**src/rtl/user_btn_reset_conditioner.sv**
```systemverilog
// user_btn_reset_conditioner
//   Conditions the raw, bouncy, active-low USER_BTN into the clean active-low
//   system reset for the Nios V system. The button is synchronised to clk_clk,
//   debounced, and the reset is stretched for HOLD_CYCLES after every reset
//   source goes away. sys_reset_n is released only on a clock edge.
//   Optional feature macro: LONG_PRESS_EN adds a press-duration counter and a
//   single-cycle long_press pulse; without it long_press is tied low.
module user_btn_reset_conditioner #(
    parameter int SYNC_STAGES       = 2,
    parameter int DEBOUNCE_CYCLES   = 500000,
    parameter int HOLD_CYCLES       = 256,
    parameter int LONG_PRESS_CYCLES = 75000000
) (
    input  logic clk_clk,
    input  logic reset_reset_n,
    input  logic btn_n,
    output logic sys_reset_n,
    output logic btn_db_n,
    output logic long_press
);

    localparam int DB_W   = $clog2(DEBOUNCE_CYCLES + 1);
    localparam int HOLD_W = $clog2(HOLD_CYCLES + 1);

    localparam logic [DB_W-1:0]   DB_LAST   = DB_W'(DEBOUNCE_CYCLES - 1);
    localparam logic [HOLD_W-1:0] HOLD_LAST = HOLD_W'(HOLD_CYCLES - 1);

    typedef enum logic [1:0] {
        S_HOLD   = 2'd0,
        S_RUN    = 2'd1,
        S_ASSERT = 2'd2
    } state_t;

    if (SYNC_STAGES < 2 || DEBOUNCE_CYCLES < 1 || HOLD_CYCLES < 1 ||
        LONG_PRESS_CYCLES < 1) begin : g_param_check
        $error("user_btn_reset_conditioner: illegal parameter value");
    end

    logic [SYNC_STAGES-1:0] sync_p;
    logic                   btn_s;
    logic [DB_W-1:0]        db_cnt;
    logic [HOLD_W-1:0]      hold_cnt;
    state_t                 state;
    state_t                 state_next;

    // Synchroniser chain; resets to the released level so no false press is seen.
    always_ff @(posedge clk_clk or negedge reset_reset_n) begin
        if (!reset_reset_n) begin
            sync_p <= '1;
        end else begin
            sync_p <= {sync_p[SYNC_STAGES-2:0], btn_n};
        end
    end

    assign btn_s = sync_p[SYNC_STAGES-1];

    // Debouncer: accept a new level only after DEBOUNCE_CYCLES consecutive differing samples.
    always_ff @(posedge clk_clk or negedge reset_reset_n) begin
        if (!reset_reset_n) begin
            db_cnt   <= '0;
            btn_db_n <= 1'b1;
        end else if (btn_s == btn_db_n) begin
            db_cnt <= '0;
        end else if (db_cnt == DB_LAST) begin
            btn_db_n <= btn_s;
            db_cnt   <= '0;
        end else begin
            db_cnt <= db_cnt + 1'b1;
        end
    end

    // Reset FSM state register.
    always_ff @(posedge clk_clk or negedge reset_reset_n) begin
        if (!reset_reset_n) begin
            state <= S_HOLD;
        end else begin
            state <= state_next;
        end
    end

    // Reset FSM next-state logic; a pressed button always wins over the hold timer.
    always_comb begin
        state_next = state;
        case (state)
            S_HOLD: begin
                if (!btn_db_n) begin
                    state_next = S_ASSERT;
                end else if (hold_cnt == HOLD_LAST) begin
                    state_next = S_RUN;
                end
            end
            S_RUN: begin
                if (!btn_db_n) begin
                    state_next = S_ASSERT;
                end
            end
            S_ASSERT: begin
                // A one-cycle hold is fully covered by the exit edge itself.
                if (btn_db_n) begin
                    state_next = (HOLD_CYCLES <= 1) ? S_RUN : S_HOLD;
                end
            end
            default: begin
                state_next = S_HOLD;
            end
        endcase
    end

    // Hold timer and registered reset output. The counter sits at zero outside
    // S_HOLD and counts every edge that lands in S_HOLD, including the edge that
    // leaves S_ASSERT, so the hold after a release lasts exactly HOLD_CYCLES edges
    // just like the hold after block reset.
    always_ff @(posedge clk_clk or negedge reset_reset_n) begin
        if (!reset_reset_n) begin
            hold_cnt    <= '0;
            sys_reset_n <= 1'b0;
        end else begin
            hold_cnt    <= (state_next == S_HOLD) ? hold_cnt + 1'b1 : '0;
            sys_reset_n <= (state_next == S_RUN);
        end
    end

`ifdef LONG_PRESS_EN
    localparam int LP_W = $clog2(LONG_PRESS_CYCLES + 1);

    localparam logic [LP_W-1:0] LP_LAST = LP_W'(LONG_PRESS_CYCLES - 1);
    localparam logic [LP_W-1:0] LP_SAT  = LP_W'(LONG_PRESS_CYCLES);

    logic [LP_W-1:0] press_cnt;

    // Press-duration counter; saturating one past the trigger point gives one pulse per press.
    always_ff @(posedge clk_clk or negedge reset_reset_n) begin
        if (!reset_reset_n) begin
            press_cnt  <= '0;
            long_press <= 1'b0;
        end else begin
            long_press <= (state == S_ASSERT) && (press_cnt == LP_LAST);
            if (state != S_ASSERT) begin
                press_cnt <= '0;
            end else if (press_cnt != LP_SAT) begin
                press_cnt <= press_cnt + 1'b1;
            end
        end
    end
`else
    assign long_press = 1'b0;
`endif

endmodule

```
**config.mk**
```make
export PLATFORM = sky130hd
export DESIGN_NAME = user_btn_reset_conditioner
export DESIGN_NICKNAME = d
export VERILOG_FILES = /design/src/rtl/user_btn_reset_conditioner.sv
export SDC_FILE = /design/constraint.sdc
export NUM_CORES = 1
export LEC_CHECK = 0
export BUFFER_PORTS_ARGS = -buffer_cell sky130_fd_sc_hd__buf_2
export CORE_UTILIZATION = 55
export DETAILED_ROUTE_END_ITERATION = 8
export PLACE_DENSITY = 0.72
export SYNTH_ARGS = -nofsm -noshare
export SYNTH_HDL_FRONTEND = slang
export SYNTH_SLANG_ARGS = --single-unit
```
**constraint.sdc**
```tcl
create_clock -name clk_clk -period 3.7 [get_ports clk_clk]
set_input_delay 0.74 -clock clk_clk [delete_from_list [all_inputs] [get_ports clk_clk]]
set_output_delay 0.74 -clock clk_clk [all_outputs]
set_load 0.05 [all_outputs]
```
==> metrics.txt <==
post-synth cell types 33; I/O Pins 6; Total Neg Setup Slack 0 ns; via count 1,063; CP max stage cell or4_4; leak pwr 0.677 nW; Area Overhead vs Synth 5.11%; total power 0.609 mW; largest net degree at the start of global routing 35; critical path cell sequence ha_1, nand4_1, or4_4, or4_4, a21oi_2; area taken by multi-input logic gates 673 um^2; setup repair bufs after CTS 0; critical path data arrival time 2.39 ns; register area 855 um^2; Final Cell Area 1670 um^2; Buf/Inv on CP 0; die height 55.8 um; core box area 2760 um^2; Post-Layout Cell Count 192; CTS tree yes; fraction of registers with async set/reset 1.00; hold_buf cts 0; CP Class flop to flop; Met2 Wirelength 1290 um; DP Area 1610 um^2; register area share after synthesis 0.537; Post-CTS Resized 0; Reg2Reg Depth 5; synthesized area 1590 um^2; fraction of layout cells with a size suffix above 1 0.130; clk sink count 34; global-route congestion overflow total 0; Total Wirelength 2520 um; routability cong. 0.859; Skew-Pair Late Insertion Delay 0.33 ns; clk_skew 0.0169 ns; Post-synth EDFFs 0; HP Start sync_p[0]; Via density 5.54; Initial Utilization 0.577; most frequent cells in the layout dfrtp_1, nor2_1, xnor2_1; Mean Syn Cell Area 10.3 um^2; global-route wire length before repair 4400 um; GRT Overall Usage 0.191; Worst R2R Setup Slack 1.57 ns; Hold Crit Endpoint sync_p[1]; Synth warnings 0; DR WL/cell 13.1 um; maximum VDD drop 0.303 mV; Row Count 19; CTS root buffer clkbuf_4; Highest Signal Layer met4; H-tree depth reported by CTS 2; share of the core filled with cells 0.607; delay-heaviest family, CP simple AND/OR/NAND/NOR gates; placed cells 184; vias in the first global route 1,061; CP Capture Type flop; Die Width 55.8 um; R2R Path Start db_cnt[0]; Antenna Cells 0; post-route DRC violation count 0; Min Clock Period, post-route 2.13 ns; Seq cells post-synth 34; f_max 470 MHz; RSZ-0062 raised after global routing no; Worst Setup Start Kind flop; DIE AREA 3110 um^2; WP data required 3.96 ns; DR iter-0 viols 23; hold depth 0; CP peak stage delay 0.60 ns; Max Root-Sink Buffers 2; number of buffers created by CTS 5; final setup violation count 0; First-pass DRT Iterations 4; cell mode on critical path or4_4; Worst-Margin Slew 0.718 ns; final slew viol count 0; most common cell after layout, fill and taps aside dfrtp_1; IO Port Bufs 4; Hold Violations, Final 0; initial antenna violation count 0; syn_nets 160; Tcrit/Tclk final 0.575; Hold Crit Class flop to flop; worst-path maximum fanout 6; final net count 166; top_reg_cell synth dfrtp_1; cell count after synthesis 154; post-route ant nets 0; clock-pin transition on the worst setup and hold timing paths 0.11 ns; status finished clean; Critical R2R Capture db_cnt[18]; pwr/cell area 364 nW/um^2; half-perimeter wire length after placement 1770 um; Fillers 227; met3 WL 78 um; Slew headroom 0.521; WL met1 1130 um; max-capacitance violation count 0
-- per-layer routing --
layer / vias up / track usage
met3: 2 / 0.0721
met1: 511 / 0.210
met2: 11 / 0.320
li1: 539 / -
met5: - / 0
met4: 0 / 0.100
-- through the flow --
stage | hold WS [ns] | worst slack [ns]
after global routing | 0.366 | 1.45
after floorplan | 0.345 | 1.78
after global placement | 0.346 | 1.62
after detailed placement | 0.350 | 1.59
final | 0.362 | 1.57
after CTS | 0.365 | 1.56
-- area by class of cell --
cell class,count,share of cell area
Clock inverter,1,0.00299
Multi-Input combinational cell,108,0.402
Timing Repair Buffer,4,0.0120
Sequential cell,34,0.511
Clock buffer,7,0.0329
Inverter,7,0.0157
Tap cell,31,0.0232
-- sequential cells by signal, indices dropped and copies added (netlist names) --
| name | count |
|---|---|
| db_cnt | 19 |
| sync_p | 2 |
| sys_reset_n | 1 |
| state | 2 |
| hold_cnt | 9 |
| btn_db_n | 1 |
-- synthesized netlist by cell type (3+ instances only) --
cell / number / area (um^2)
dfrtp_1: 31 / 776
nor2_1: 26 / 97.6
xnor2_1: 14 / 123
nand2_1: 8 / 30.0
nand3_1: 8 / 40.0
inv_1: 7 / 26.3
nand4_1: 6 / 37.5
a21oi_1: 5 / 25.0
nor3_1: 5 / 25.0
xor2_1: 5 / 43.8
o21ai_0: 4 / 20.0
or3_1: 4 / 25.0
buf_4: 3 / 22.5
dfstp_2: 3 / 78.8
ha_1: 3 / 37.5
or4_4: 3 / 33.8
-- power breakdown --
group	internal (mW)	switching (mW)	total [mW]
registers	0.376	0.00453	0.381
logic	0.00391	0.0141	0.0180
clock network	0.0921	0.118	0.210
-- worst max path at each step --
stage | from | end | slack (ns) | cells past startpoint
final | db_cnt[0] | db_cnt[18] | 1.57 | 5
after global routing | db_cnt[0] | db_cnt[18] | 1.45 | 5
after CTS | db_cnt[0] | db_cnt[18] | 1.56 | 5
after detailed placement | db_cnt[0] | db_cnt[18] | 1.59 | 5
after global placement | db_cnt[0] | db_cnt[18] | 1.62 | 5
after floorplan | db_cnt[0] | db_cnt[18] | 1.78 | 5
-- kinds of logic (layout without fill, tap and decap cells) --
logic type      count (synthesis)  after routing  share of synthesized area
flops                          34             34                      0.537
mux                             1              1                    0.00707
compound gates                 12             12                     0.0448
other cells                     1              1                    0.00236
xor+xnor                       19             19                      0.105
simple gates                   72             72                      0.241
fa+ha+maj                       3              3                     0.0236
buf+inv                        12             19                     0.0401
Power figures use the tool's default switching activity.
